### config.mk
export PLATFORM = sky130hd
export DESIGN_NAME = quadra_rr_sched
export DESIGN_NICKNAME = d
export VERILOG_FILES = /design/src/rtl/quadra_rr_sched.sv
export SDC_FILE = /design/constraint.sdc
export NUM_CORES = 1
export LEC_CHECK = 0
export CAP_MARGIN = 25
export CELL_PAD_IN_SITES_DETAIL_PLACEMENT = 0
export CELL_PAD_IN_SITES_GLOBAL_PLACEMENT = 2
export CORE_MARGIN = 8
export CORE_UTILIZATION = 14
export DETAILED_ROUTE_END_ITERATION = 6
export MAX_ROUTING_LAYER = met4
export PLACE_DENSITY = 0.93
export SLEW_MARGIN = 5
export SYNTH_ARGS = -nofsm -noshare
export SYNTH_HDL_FRONTEND = slang
export SYNTH_SLANG_ARGS = --single-unit
### constraint.sdc
create_clock -name clk -period 3.2 [get_ports clk]
set_input_delay 0.64 -clock clk [delete_from_list [all_inputs] [get_ports clk]]
set_output_delay 0.64 -clock clk [all_outputs]
set_load 0.03 [all_outputs]
### src/rtl/quadra_rr_sched.sv
// Round-robin front end for a shared quadra pipeline.
//   Grants at most one requester per cycle, steers its x onto quadra, and tags
//   each accepted sample with the requester ID. The {valid,id} tag pipe is
//   matched to quadra latency, so rsp_y (= q_y) is returned with the owning ID.
//   An enable/drain FSM stops granting and lets in-flight samples drain.
// Ports:
//   clk, rst_b            clock, async active-low reset
//   en                    1: grant requests, 0: stop granting and drain
//   req_valid/req_x       per-requester request and x (requester i at [i*X_W +: X_W])
//   req_ready             one-hot (or zero) grant
//   q_x / q_y             to / from quadra
//   rsp_valid/rsp_id/rsp_y  tagged result
//   idle                  FSM idle and nothing in flight
module quadra_rr_sched #(
    parameter int unsigned N_REQ = 4,
    parameter int unsigned X_W   = 24,
    parameter int unsigned Y_W   = 24,
    parameter int unsigned LAT   = 3,
    parameter int unsigned ID_W  = $clog2(N_REQ)
) (
    input  logic                   clk,
    input  logic                   rst_b,
    input  logic                   en,
    input  logic [N_REQ-1:0]       req_valid,
    input  logic [N_REQ*X_W-1:0]   req_x,
    output logic [N_REQ-1:0]       req_ready,
    output logic [X_W-1:0]         q_x,
    input  logic [Y_W-1:0]         q_y,
    output logic                   rsp_valid,
    output logic [ID_W-1:0]        rsp_id,
    output logic [Y_W-1:0]         rsp_y,
    output logic                   idle
);

    typedef enum logic [1:0] {StIdle, StRun, StDrain} state_e;

    state_e                     state_q, state_d;
    logic [ID_W-1:0]            ptr_q, ptr_d;
    logic [LAT-1:0]             tag_vld_q, tag_vld_d;
    logic [LAT-1:0][ID_W-1:0]   tag_id_q, tag_id_d;

    logic                       gnt_vld;
    logic [ID_W-1:0]            gnt_idx;
    logic                       accept;

    // First valid requester at or after the pointer, wrapping at N_REQ-1.
    always_comb begin
        logic [ID_W-1:0] idx;
        gnt_vld = 1'b0;
        gnt_idx = '0;
        idx     = '0;
        for (int unsigned i = 0; i < N_REQ; i++) begin
            idx = ID_W'((32'(ptr_q) + i) % N_REQ);
            if (!gnt_vld && req_valid[idx]) begin
                gnt_vld = 1'b1;
                gnt_idx = idx;
            end
        end
    end

    // en gates the grant combinationally so a drop takes effect in the same cycle.
    assign accept    = (state_q == StRun) && en && gnt_vld;
    assign req_ready = accept ? ({{(N_REQ-1){1'b0}}, 1'b1} << gnt_idx) : '0;
    assign q_x       = accept ? req_x[gnt_idx*X_W +: X_W] : '0;

    always_comb begin
        ptr_d = ptr_q;
        if (accept) begin
            ptr_d = (gnt_idx == ID_W'(N_REQ - 1)) ? '0 : gnt_idx + 1'b1;
        end
    end

    always_comb begin
        tag_vld_d    = '0;
        tag_id_d     = '0;
        tag_vld_d[0] = accept;
        tag_id_d[0]  = accept ? gnt_idx : '0;
        for (int unsigned k = 1; k < LAT; k++) begin
            tag_vld_d[k] = tag_vld_q[k-1];
            tag_id_d[k]  = tag_id_q[k-1];
        end
    end

    // Drain exit looks at next-cycle tag valids so idle rises the cycle after
    // the last result rather than one cycle later.
    always_comb begin
        state_d = state_q;
        unique case (state_q)
            StIdle:  if (en) state_d = StRun;
            StRun:   if (!en) state_d = (|tag_vld_d) ? StDrain : StIdle;
            StDrain: begin
                if (en) begin
                    state_d = StRun;
                end else if (!(|tag_vld_d)) begin
                    state_d = StIdle;
                end
            end
            default: state_d = StIdle;
        endcase
    end

    always_ff @(posedge clk or negedge rst_b) begin
        if (!rst_b) begin
            state_q   <= StIdle;
            ptr_q     <= '0;
            tag_vld_q <= '0;
            tag_id_q  <= '0;
        end else begin
            state_q   <= state_d;
            ptr_q     <= ptr_d;
            tag_vld_q <= tag_vld_d;
            tag_id_q  <= tag_id_d;
        end
    end

    assign rsp_valid = tag_vld_q[LAT-1];
    assign rsp_id    = tag_id_q[LAT-1];
    assign rsp_y     = q_y;
    assign idle      = (state_q == StIdle) && !(|tag_vld_q);

endmodule

Word level (Yosys, flattened, before mapping) --
Cells that the tools add are included.
Storage, ports and cells: register bits after elaboration 13, bits of input ports 127, output and inout bits 56, word-level logic and storage cells 63
Operators by class: add/sub/neg operators 4, multipliers 1, magnitude comparators 4, equal/unequal tests 6, shift operators 2, mux-type cells 26, reduce and logical (&&, ||, !) cells 14
Operator list (number):
- variable part select 96 x 8 -> 24 bit | 1
- two-way mux 24 bit | 1
- two-way mux 2 bit | 11
- less-than comparator 2 x 3 -> 1 bit, second input constant | 4
- binary-select mux 1 bit (select 2 bit) | 4
- two-way mux 1 bit | 8
- logical AND 1 bit | 6
- one-hot mux 2 bit (3 select lines) | 1
- OR reduction 3 bit | 2
- adder 2 x 1 -> 2 bit, second input constant | 2
- adder 2 bit, second input constant | 2
- == test 2 bit, second input constant | 2
- zero test 1 bit | 4
- multiplier 2 x 2 -> 4 bit, second input constant | 1
- two-way mux 4 bit | 1
- inequality test 2 bit, second input constant | 2
- left shift 1 x 2 -> 4 bit, first input constant | 1
- inequality test 3 bit, second input constant | 1
- AND reduction 3 bit | 1
- == test 2 x 1 -> 1 bit, second input constant | 1
- zero test 2 bit | 1

Logic depth before layout (Yosys ltp) --
Gate-level depths: netlist (run 1).
word-level depth 17, gate-level depth with buffers 8, mapped depth without buffers 7

Least setup slack after synthesis (run 1) --
OpenSTA, ideal clock, no wires.
path type input port to output port, start input port req_valid[3], end output port q_x[10], data arrival time 1879 ps, data required time 2560 ps, slack 681 ps, stages 7, buffers on the path 1, cells stage by stage mux2i_1 > a2bb2oi_2 > and2b_4 > inv_2 > nand2_2 > buf_2 > o22ai_1
Between the ends: word-level cells in the longest chain between the ends 15, elaborated cells on any way between the ends 26, classes of those cells 1 x mul; 1 x shift; 17 x mux; 7 x reduce/logical
Ends and longest elaborated chain:
- from (decl) | RTL line 24 | input logic [N_REQ-1:0] req_valid,
- binary-select mux 1 bit (select 2 bit) | RTL line 54 | if (!gnt_vld && req_valid[idx]) begin
- two-way mux 1 bit (implied by the code) | RTL line 54
- two-way mux 1 bit | RTL line 54
- zero test 1 bit | RTL line 54
- logical AND 1 bit | RTL line 54
- two-way mux 1 bit | RTL line 54
- zero test 1 bit | RTL line 54
- logical AND 1 bit | RTL line 54
- two-way mux 1 bit | RTL line 54
- zero test 1 bit | RTL line 54
- logical AND 1 bit | RTL line 54
- two-way mux 2 bit | RTL line 54
- multiplier 2 x 2 -> 4 bit | RTL line 64 | assign q_x = accept ? req_x[gnt_idx*X_W +: X_W] : '0;
- variable part select 96 x 8 -> 24 bit | RTL line 64
- two-way mux 24 bit * | RTL line 64
- to (decl) | RTL line 27 | output logic [X_W-1:0] q_x,
Every way passes the cells marked *; elsewhere a longest branch is shown, timed or not. The select of a mux whose other input is x is not followed.

Worst setup path after layout (run 1) --
start input port req_valid[3], end output port q_x[14]
Same word-level chain as after synthesis.

==> metrics.txt, run 1 <==
outcome=finished clean; GRT overflow=0; most frequent CP cell=buf_12; global-route wire length before repair=about 9.3 mm; CTS clk-pin slew, worst paths=0.05 ns; Yosys warning count=0; worst reg2reg path depth=8; largest net degree at the start of global routing=26; Final nets=~400; Vias/cell=3.93; fin crit period=~3.1 ns; Tcrit/Tclk final=97.3%; top-area cell type share of the netlist area=around a third; Slowest-stage cell, CP=clkdlybuf4s50_1; RR Endpoint=ptr_q[1]; Row Count=38; Syn Std Cell Area=roughly 1500 sq um; GPL Wtd Cong=about 0.7; routed wire length=between 6 and 7 mm; Bufs on Longest Clock Path=2; Worst EP arrival=2.47 ns; IO Pins=approximately 180; Initial DRC Count=36; Die Area=around 15000 sq um; Net Sw Power=~0.43 mW; Post-DP HPWL=around 5.2 mm; n_diodes=0; Die H=~120 microns; Initial Util=14.3%; Sw Share=between 30% and 40%; post-route setup slack=between 0.08 and 0.09 ns; clk sinks=13; Setup Skew=about 0.00086 ns; Yosys cell types=30; design area=2970 sq um; ranking of synthesized cells by area=mux2i_1 (32%), dfrtp_1 (21%), buf_4 (12%); share of layout cells above drive strength 1=21.2%; post-synthesis sequential area ratio=between 20% and 30%; critical-path cell list=clkdlybuf4s50_1, buf_4, nor2b_1, o21ai_2, nand2_4, buf_12, mux2i_1, o22ai_2, buf_12; Cell Pwr Density=roughly 370 nW/um^2; slew at the pin closest to its max-slew limit=about 0.56 ns; reg2reg setup slack=1.47 ns; Synth Instances=about 160; leak pwr=~1.4 nW; cts bufs inserted=3; FMAX=about 320 MHz; Top Metal Used=met4; Slew headroom=between 60% and 70%; reg-to-reg startpoint=ptr_q[1]; Post-DRT Antenna Nets=0; largest area contributor in the netlist=mux2i_1; PnR Total Power=roughly 1.1 mW; H-tree depth=1; Worst Path Required=2.56 ns; layout overhead on the synthesized area=92.9%; CP Class=primary input to primary output; hold crit path type=flip-flop to flip-flop; Hold Path End=rsp_id[0]; dpl cell area=between 2000 and 3000 sq um; TritonCTS clock tree=yes; Routed WL per cell=~15 microns; clock network power share=13.0%; DRT met1 WL=roughly 2.3 mm; die width=between 100 and 150 microns; Final Setup Violations=0; overall via count from detail_route=1641; Total Routing Usage GR=between 8 and 9%; Logic pwr share=68.5%; setup slack at placement=-0.213 ns; Syn Nets=roughly 300; hold_buf cts=0; reported max-cap violation count=0; Max Slew Vio Count=0; Skew-Pair Late Insertion Delay=~0.24 ns; DRC violations left=0; met3 wire len=approximately 350 microns; Peak VDD IR=0.000156 V; crit-path max FO=22; Core ar.=10800 sq um; register bit total from synthesis=13; drt pass-1 iters=4; Avg Synthesized Cell Area=9.56 sq um; Startpoint Class=primary input; final hold vios=0; vias in the first global route=1842; total length of routed met2 wires=3.43 mm; Hold Crit Depth=0; Min Hold Slack=~0.35 ns; Root Driver=clkbuf_8; P_int=between 0.6 and 0.7 mW; max incr delay on CP=between 0.4 and 0.5 ns; IO buf count=between 100 and 150; sequential share of power=~19%; Crit. End Element=primary output; hold path startpoint=tag_id_d[4]; initial antenna violation count=0
==> cell type report <==
class / count / area [sq um]
Sequential cell: 13 / 325
Inverter: 4 / 15.0
Clock buffer: 3 / 41.3
Multi-Input combinational cell: 110 / 960
Fill cell: 1127 / 7820
Clock inverter: 1 / 5.00
Tap cell: 140 / 175
Timing Repair Buffer: 147 / 1450
==> registers in the layout, indices dropped and copies added, names as in the netlist <==
| name | count |
|---|---|
| tag_vld_q | 3 |
| tag_id_d | 4 |
| ptr_q | 2 |
| rsp_id | 2 |
| state_q | 2 |
==> metal layers <==
metal | track usage (%) | vias up
met5 | - | -
met4 | 2.19 | 0
met3 | 1.54 | 16
met2 | 15.1 | 89
met1 | 8.48 | 735
li1 | - | 801
==> kinds of logic after synthesis <==
logic type | Yosys count | synth area share [%]
AOI/OAI and AO/OA | 33 | 15.0
xor gates and xnor gates | 1 | 0.569
adders and majority gates | 4 | 3.25
buffers and inverters | 38 | 18.8
DFF | 13 | 21.1
muxes | 49 | 31.9
and+or+nand+nor | 23 | 9.43
==> power by group through the flow <==
stage	logic, mW	registers [mW]	clock network, mW
detailed placement	0.743	0.205	0
global placement	0.733	0.204	0
floorplan	0.512	0.207	0
CTS	0.747	0.202	0.145
global route	0.805	0.207	0.155
finish	0.751	0.203	0.143
==> worst max path at each step <==
stage / startpoint / to / slack (ns) / depth (start not counted)
floorplan: req_valid[3] / q_x[10] / 0.68 / 7
global placement: req_valid[0] / q_x[15] / -0.15 / 6
detailed placement: req_valid[3] / q_x[14] / -0.21 / 6
CTS: en / q_x[14] / 0.01 / 6
global route: req_valid[3] / q_x[14] / -0.05 / 9
finish: req_valid[3] / q_x[14] / 0.09 / 9
==> Yosys cell counts <==
master / n
a21boi_0: 1
a21oi_1: 1
a221oi_4: 1
a2bb2oi_2: 1
a31oi_1: 1
and2_1: 5
and2b_4: 1
and3_1: 1
buf_2: 3
buf_4: 24
buf_6: 7
dfrtp_1: 13
ha_1: 4
inv_1: 2
inv_2: 2
mux2i_1: 49
nand2_1: 4
nand2_2: 1
nand2_4: 2
nand2b_1: 1
nor2_1: 3
nor2b_1: 1
nor3_1: 1
nor3_2: 1
nor4_1: 1
nor4b_1: 1
o21ai_0: 3
o21ai_1: 1
o22ai_1: 24
xnor2_1: 1
==> stage by stage <==
stage          TNS [ns]  cells  utilization [%]
2_1_floorplan         0    161                -
3_3_place_gp      -2.09    410             26.4
3_5_place_dp      -3.04    410             26.4
4_1_cts               0    414             26.9
5_1_grt          -0.228    418             27.5
6_report              0    418             27.5
==> worst max-delay path: cells and delay by family <==
| family | cells | cell delay (ns) |
|---|---|---|
| buffers and inverters | 4 | 0.97 |
| AND/OR/NAND/NOR | 2 | 0.31 |
| AO/OA/AOI/OAI | 2 | 0.24 |
| multiplexers | 1 | 0.31 |
==> timing repair <==
item | in CTS | in global routing
setup buffers | 0 | 4
pin swaps | 1 | 1
setup endpoints to repair | 24 | 28
resized for setup | 1 | 6
==> cells in the final DEF, fill, tap and decap left out, types with 2 or more instances in the layout <==
cell | netlist | final
buf_12 | 0 | 6
o22ai_1 | 24 | 20
clkbuf_8 | 0 | 3
inv_1 | 2 | 2
buf_4 | 24 | 34
o22ai_2 | 0 | 4
nand2_4 | 2 | 2
clkdlybuf4s50_1 | 0 | 106
nor2_1 | 3 | 3
dfrtp_1 | 13 | 13
and2_1 | 5 | 5
nand2_1 | 4 | 4
inv_2 | 2 | 2
mux2i_1 | 49 | 49
ha_1 | 4 | 4
o21ai_0 | 3 | 3
Note: power is estimated with default switching activity, not from simulation.
==> run 2: changes to the inputs <==
- ABC_CLOCK_PERIOD_IN_PS: unset -> 3200
==> results of run 2 <==
Same layout as run 1: the final DEF is identical, and so are final timing and power.
==> run 3: changes to the inputs <==
- CORE_MARGIN: 8 -> unset
==> run 3 against run 2 <==
Worst hold slack improved by 0.0023 ns. Wire length decreased by 16%. First-iteration DRC count increased by 28%. Combinational power decreased by 2%. Register-to-register slack got worse by 0.08 ns. Sequential power about the same. Via count increased by 0.43%. Clock-buffer cell count unchanged. Sequential share of layout area increased by 0.23 points. Flip-flop and latch count unchanged. Global-route usage increased by 0.94 points. Worst setup slack improved by 0.060 ns. Critical path type unchanged. Critical endpoint is now q_x[23]. Largest power group unchanged.
==> metrics.txt, run 3 (synthesis results as in run 1) <==
max incr delay on CP=between 0.4 and 0.5 ns; Routed WL per cell=between 10 and 15 microns; Startpoint Class=primary input; global-route wire length before repair=slightly above 8 mm; Root Driver=clkbuf_8; reg2reg setup slack=roughly 1.4 ns; vias in the first global route=roughly 1600; met2 GRT Util=15.6%; IO buf count=around 130; reported max-cap violation count=0; Row Count=37; Largest register FFs=4; share of layout cells above drive strength 1=19.7%; clk sinks=13; DRC violations left=0; fill cell count=1139; Setup Skew=0.00378 ns; CP Class=primary input to primary output; setup_tns=0 ns; most frequent cells in the layout=clkdlybuf4s50_1 (105), mux2i_1 (49), buf_4 (38), o22ai_1 (24), dfrtp_1 (13); fin crit period=~3.1 ns; gr busiest metal=met2; worst reg2reg path depth=8; most frequent CP cell=buf_4; H-tree depth=1; overall via count from detail_route=between 1500 and 2000; crit path launch=req_valid[1]; buffers and inverters on the worst path=4; leak pwr=approximately 1.4 nW; crit path capture=q_x[23]; die width=~110 microns; GPL Wtd Cong=about 0.77; hold crit path type=flip-flop to flip-flop; RR Endpoint=ptr_q[1]; Tcrit/Tclk final=a little over nine tenths; Slowest-stage cell, CP=clkdlybuf4s50_1; Die Area=11400 sq um; Core ar.=between 10000 and 15000 sq um; Vias/cell=around 4; Max Slew Vio Count=0; cell count along the critical path=8; crit-path max FO=8; largest net degree at the start of global routing=19; Slew headroom=62.4%; Crit. End Element=primary output; TritonCTS clock tree=yes; Initial Util=about 15%; GRT overflow=0; n_diodes=0; most common cell after layout, fill and taps aside=clkdlybuf4s50_1; Post-DRT Antenna Nets=0; routed wire length=between 5 and 6 mm; Post-DP HPWL=4.31 mm; Die H=around 110 microns; cts bufs inserted=3; IO Pins=between 150 and 200; Initial DRC Count=46; unrepaired setup endpoints after global routing=yes; outcome=finished clean; drt pass-1 iters=4; Final Setup Violations=0; slew at the pin closest to its max-slew limit=roughly 0.56 ns; Final nets=around 400; critical path's top delay family=buffers and inverters; Global Route met1 Usage=between 10% and 20%; PnR Total Power=between 1 and 1.5 mW; Worst Path Required=2.56 ns; critical-path cell list=clkdlybuf4s50_1, buf_4, a221oi_4, nand2_4, buf_4, mux2i_1, o22ai_1, buf_4; reg-to-reg startpoint=ptr_q[1]; final hold vios=0; Worst EP arrival=between 2 and 2.5 ns; Total Routing Usage GR=9.03%; met3 Use GR=between 1 and 1.5%; initial antenna violation count=0; layout overhead on the synthesized area=88.9%; Cell Pwr Density=around 370 nW/um^2; CTS clk-pin slew, worst paths=0.05 ns; Peak VDD IR=about 0.00017 V; FMAX=about 330 MHz; Bufs on Longest Clock Path=2; Skew-Pair Late Insertion Delay=approximately 0.24 ns
==> run 3: worst min path at each step <==
stage / from / endpoint / slack (ns) / depth (start not counted)
2_1_floorplan: tag_id_d[4] / rsp_id[0] / 0.33 / 0
3_3_place_gp: tag_id_d[5] / rsp_id[1] / 0.33 / 0
3_5_place_dp: tag_id_d[5] / rsp_id[1] / 0.34 / 0
4_1_cts: tag_id_d[3] / tag_id_d[5] / 0.36 / 0
5_1_grt: tag_id_d[2] / tag_id_d[4] / 0.36 / 0
6_report: tag_id_d[5] / rsp_id[1] / 0.35 / 0
==> run 3: layout make-up <==
| cell class | instances | area, sq um | area share [%] |
|---|---|---|---|
| clock inverter | 1 | 5.00 | 0.172 |
| multi-input combinational | 110 | 931 | 32.0 |
| tap | 136 | 170 | 5.85 |
| inverter | 4 | 15.0 | 0.516 |
| sequential | 13 | 325 | 11.2 |
| timing repair buffer | 148 | 1420 | 48.8 |
| clock buffer | 3 | 41.3 | 1.42 |
==> run 3: report_power, final <==
| group | leakage (nW) | internal [mW] | switching (mW) |
|---|---|---|---|
| logic | 1.17 | 0.387 | 0.346 |
| registers | 0.169 | 0.183 | 0.0184 |
| clock network | 0.0255 | 0.0857 | 0.0554 |
==> run 3: per-stage QoR <==
stage	worst slack [ns]	utilization [%]	instances	hold WS (ns)	instance area, sq um
floorplan	0.681	-	161	0.331	1540
global placement	-0.0110	26.9	408	0.332	2830
detailed placement	-0.0777	26.9	408	0.336	2830
CTS	0.0383	27.6	415	0.357	2910
global route	-0.00209	27.7	415	0.358	2910
finish	0.147	27.7	415	0.351	2910
==> run 3: metal layers <==
metal,wire [microns],up-vias
li1,-,803
met4,96,0
met3,263,14
met5,0,-
met1,2170,769
met2,2720,62
==> run 3: repair_timing <==
action	in CTS	in global routing
resized for setup	2	1
hold buffers	0	0
endpoints found under the hold margin	0	0
pin swaps	2	0
setup buffers	3	0
endpoints found under the setup margin	28	13
==> run 3: worst reg2reg max path: cells and delay by family, from the launching register on <==
kind	cells	cell delay, ns
adder cells (fa/ha/maj)	1	0.22
AND/OR/NAND/NOR	3	0.41
buffers and inverters	2	0.30
AO/OA/AOI/OAI	2	0.32
flip-flops	1	0.44
==> edit 1, RTL diff (settings of run 3) <==
Reset style: synchronous (`rst_b`), changed in one clocked block. Comments in the files are not updated.
--- a/src/rtl/quadra_rr_sched.sv
+++ b/src/rtl/quadra_rr_sched.sv
@@ -99,7 +99,7 @@
         endcase
     end
 
-    always_ff @(posedge clk or negedge rst_b) begin
+    always_ff @(posedge clk) begin
         if (!rst_b) begin
             state_q   <= StIdle;
             ptr_q     <= '0;
Behaviour: differs if rst_b is asserted again (counterexample within 4 cycles, from zero or initial values and one cycle with rst_b low); with rst_b held inactive, the same outputs for 4 cycles.
==> edit 1 against run 3 <==
  * Non-clock buffer count rose by 1
  * Via count increased by 4.3%
  * Global-route usage up 0.92 points
  * Critical path depth is 3 higher
  * Count of clock-buffer cells in the layout unchanged
  * Final area rose by 2.2%
  * Worst setup slack worse by 0.066 ns
  * Clock skew shrank 0.0027 ns
  * Sequential cell count is the same
  * Wire length is 16% higher
  * Hold slack better by 0.079 ns
  * Synthesized area is 2.4% lower
  * Critical path type unchanged
  * Critical endpoint is now q_x[14]
  * Largest cell class unchanged
Power is not compared: it rests on default switching activity, and its combinational part moved more than twofold at a synthesized area within 25%.
==> edit 1: results <==
set metrics [dict create \
    status "complete, no violations" \
    synthFlopType "dfxtp_1" \
    met1_usage_pct 9.27 \
    vias_per_cell 4.06 \
    synthArstFlopShare_pct 0 \
    reg2regPathDepth 9 \
    gp_congestion 0.742 \
    r2r_slack_ns 1.47 \
    arrival_ns 2.48 \
    netlist_top_cells_count "50 x mux2i_1, 25 x o22ai_1, 24 x buf_4, 13 x dfxtp_1, 12 x and2_1" \
    layout.nets 419 \
    timing.rr.end "ptr_q[0]" \
    worstMarginPinSlew_ns 0.308 \
    synth_fp_nets 299 \
    use_met3_pct 1.42 \
    drt_iter0_drc 73 \
    critPathMaxStageDelay_ns 0.49 \
    yosysUniqueCellTypes 27 \
    ys_seq_area_share_pct 17.3 \
    grt_max_degree 30 \
    first_global_vias 1721 \
    hpwl_um 4890 \
    crit_end "q_x[14]" \
    min_path_cells 1 \
    p_leak_nw 1.20 \
]
edit 1: stage by stage:
| step | hold WS (ns) | worst slack [ns] | instance area [um2] | std cells |
|---|---|---|---|---|
| 2_1_floorplan | 0.412 | 0.0501 | 1500 | 168 |
| 3_3_place_gp | 0.417 | -0.0199 | 2820 | 416 |
| 3_5_place_dp | 0.417 | -0.0310 | 2820 | 416 |
| 4_1_cts | 0.430 | 0.0322 | 2870 | 420 |
| 5_1_grt | 0.438 | -0.0139 | 2970 | 423 |
| 6_report | 0.430 | 0.0811 | 2970 | 423 |
edit 1: area by class of cell:
class                      count  area (um2)
inverter                       4        15.0
timing repair buffer         149        1500
tap                          136         170
multi-input combinational    117         981
fill                        1135        7400
clock inverter                 1        5.00
sequential                    13         260
clock buffer                   3        41.3
edit 1: kinds of logic (layout without fill, tap and decap cells):
logic type	after synthesis	in the layout	share of synthesized area (%)
fa+ha+maj	4	4	3.33
simple gates	28	28	11.8
flops	13	13	17.3
mux	50	50	33.3
compound gates	34	34	14.1
buf+inv	38	157	19.6
xor+xnor	1	1	0.583
edit 1: layer usage:
layer / up-vias / wire, um
li1: 831 / -
met1: 763 / 2050
met2: 111 / 3380
met3: 14 / 434
met4: 0 / 227
met5: - / 0
edit 1: worst reg2reg max path, delay by kind of cell (launching register included):
kind / cells / cell delay (ns)
compound gates: 3 / 0.30
fa+ha+maj: 1 / 0.15
buf+inv: 2 / 0.20
flops: 1 / 0.44
mux: 1 / 0.26
simple gates: 2 / 0.27
edit 1: worst min-delay path by stage:
stage	slack, ns	end
floorplan	0.41	rsp_id[0]
global placement	0.42	tag_id_d[5]
detailed placement	0.42	tag_id_d[4]
CTS	0.43	tag_id_d[4]
global route	0.44	rsp_id[1]
finish	0.43	tag_id_d[4]
edit 1: what timing repair did:
| item | in CTS | in global routing |
|---|---|---|
| gates resized for setup | 2 | 6 |
| endpoints found under the hold margin | 0 | 0 |
| pin swaps | 0 | 4 |
| buffers inserted | 0 | 1 |
| endpoints found under the setup margin | 2 | 14 |
| cloned | 0 | 2 |
edit 1: power by group through the flow:
stage	Clock, W	Sequential [W]	Combinational [W]
after floorplan	0	0.000171	0.000219
after global placement	0	0.000171	0.000337
after detailed placement	0	0.000171	0.000341
after CTS	0.000147	0.000168	0.000344
after global routing	0.000153	0.000168	0.000392
final	0.000143	0.000168	0.000365
==> edit 2, RTL diff (flow settings as in run 3) <==
Made on the original files. The parameter `N_REQ` goes from 4 to 8.
--- a/src/rtl/quadra_rr_sched.sv
+++ b/src/rtl/quadra_rr_sched.sv
@@ -12,7 +12,7 @@
 //   rsp_valid/rsp_id/rsp_y  tagged result
 //   idle                  FSM idle and nothing in flight
 module quadra_rr_sched #(
-    parameter int unsigned N_REQ = 4,
+    parameter int unsigned N_REQ = 8,
     parameter int unsigned X_W   = 24,
     parameter int unsigned Y_W   = 24,
     parameter int unsigned LAT   = 3,
Ports: changed (resized req_ready, req_valid, req_x and rsp_id); port bits go from 183 to 288. The function was not compared with the original's and may differ.
==> edit 2 against run 3 <==
  * The run now ends with setup timing left
  * Count of clock-buffer cells in the layout did not move
  * Via count rose to 3.2 times the old value
  * Wire length rose to 4.1 times the old value
  * Clock skew fell by 0.00060 ns
  * Worst setup slack got worse by 1.3 ns
  * Synthesized area rose to 2.8 times the old value
  * Global-route usage rose by 4.1 points
  * Hold slack got worse by 0.0086 ns
  * Sequential cell count rose by 4
  * Final area rose to 3.1 times the old value
Power is left out: it rests on default switching activity, and per cell area and clock period it moved more than threefold.
==> edit 2: results <==
set metrics [dict create \
    status "finished, violations left" \
    violations "setup timing" \
    num_vias 5195 \
    netlist_top_cells_count "57 x nand3_1, 49 x mux2i_1, 46 x o21ai_0, 33 x buf_4, 20 x nand2_1" \
    synth_fp_nets 721 \
    layout_setup_ws_ns -1.20 \
    yosysUniqueCellTypes 67 \
    dp_slack_ns -1.60 \
    final-setup-viol-count 34 \
    gp_congestion 0.889 \
    critPathMaxStageDelay_ns 0.51 \
    wl_met3_um 1070 \
    multiInputGateArea_um2 4220 \
    io_buffers 239 \
    clk_pin_slew_worst_paths_ns 0.05 \
    worstReg2RegStart "ptr_q[0]" \
    arrival_ns 3.76 \
    crit_end "q_x[21]" \
    wl_met2_um 10300 \
    grt_usage_pct 13.1 \
    r2r_slack_ns -0.09 \
    largest_register_ffs 6 \
    drive_above_1_share_pct 40.7 \
    num-multi-input-gates 392 \
    layout.nets 1025 \
    relSlewSlack_pct 50.9 \
    clockNetworkAreaShare_pct 0.879 \
    grt_max_degree 44 \
    cts-root-buf "clkbuf_16" \
    met1_usage_pct 17.6 \
    use_met3_pct 1.51 \
    ys_seq_area_share_pct 10.0 \
    sh_seq_area_pct 4.67 \
    grt.met2_usage_pct 21.3 \
    clock-skew-final_ns 0.00318 \
    yosys_register_bits 17 \
    inverters 9 \
    synth.area.top_cells "mux2i_1 12%, dfrtp_1 10%, mux4_2 7.4%" \
    num_antenna_cells 1 \
    wirelength_met1_um 9550 \
    area_growth_pct 115 \
    timing.rr.end "ptr_q[0]" \
    slowest_stage "mux4_2" \
    path_max_fanout 21 \
    fillers 3046 \
    reg2regPathDepth 13 \
    tns_ns -35.14 \
    grt_pass1_wl_um 30600 \
    first_global_vias 5357 \
]
[edit 2: logic make-up after synthesis]
kind of cell	count (synthesis)	synth area share, %
and+or+nand+nor	125	17.3
muxes	84	25.6
adders and majority gates	8	2.36
DFF	17	10.0
buffers and inverters	77	11.4
AOI/OAI and AO/OA	171	32.4
xor gates and xnor gates	4	0.826
[edit 2: repair_timing]
action                                  CTS  global route
cloned                                    1             3
pin swaps                                13             4
endpoints found under the setup margin   38            35
setup buffers                            13             6
resized for setup                       124            42
endpoints found under the hold margin     0             0
[edit 2: through the flow]
stage	area [um2]	util, %	cells	hold WS (ns)
2_1_floorplan	4780	-	486	0.331
3_3_place_gp	8210	27.6	1155	0.335
3_5_place_dp	8210	27.6	1155	0.335
4_1_cts	8820	29.7	1171	0.346
5_1_grt	9110	30.7	1179	0.359
6_report	9110	30.7	1180	0.342
[edit 2: how the worst min path moves through the flow]
| stage | cells past startpoint | to | start |
|---|---|---|---|
| 2_1_floorplan | 0 | rsp_id[0] | tag_id_d[6] |
| 6_report | 0 | rsp_id[2] | tag_id_d[8] |
| 5_1_grt | 0 | tag_id_d[7] | tag_id_d[4] |
| 3_5_place_dp | 0 | rsp_id[2] | tag_id_d[8] |
| 3_3_place_gp | 0 | tag_id_d[8] | tag_id_d[5] |
| 4_1_cts | 0 | rsp_id[2] | tag_id_d[8] |
[edit 2: worst reg2reg max path, cell delays in order (launching register included)]
cell,delay [ns]
dfrtp_1,0.40
buf_12,0.16
buf_4,0.15
mux2_4,0.32
mux4_2,0.51
nor3_4,0.31
o21ai_2,0.14
a221oi_4,0.33
buf_6,0.16
nor2_8,0.04
ha_2,0.19
ha_4,0.16
buf_4,0.12
o31ai_2,0.22
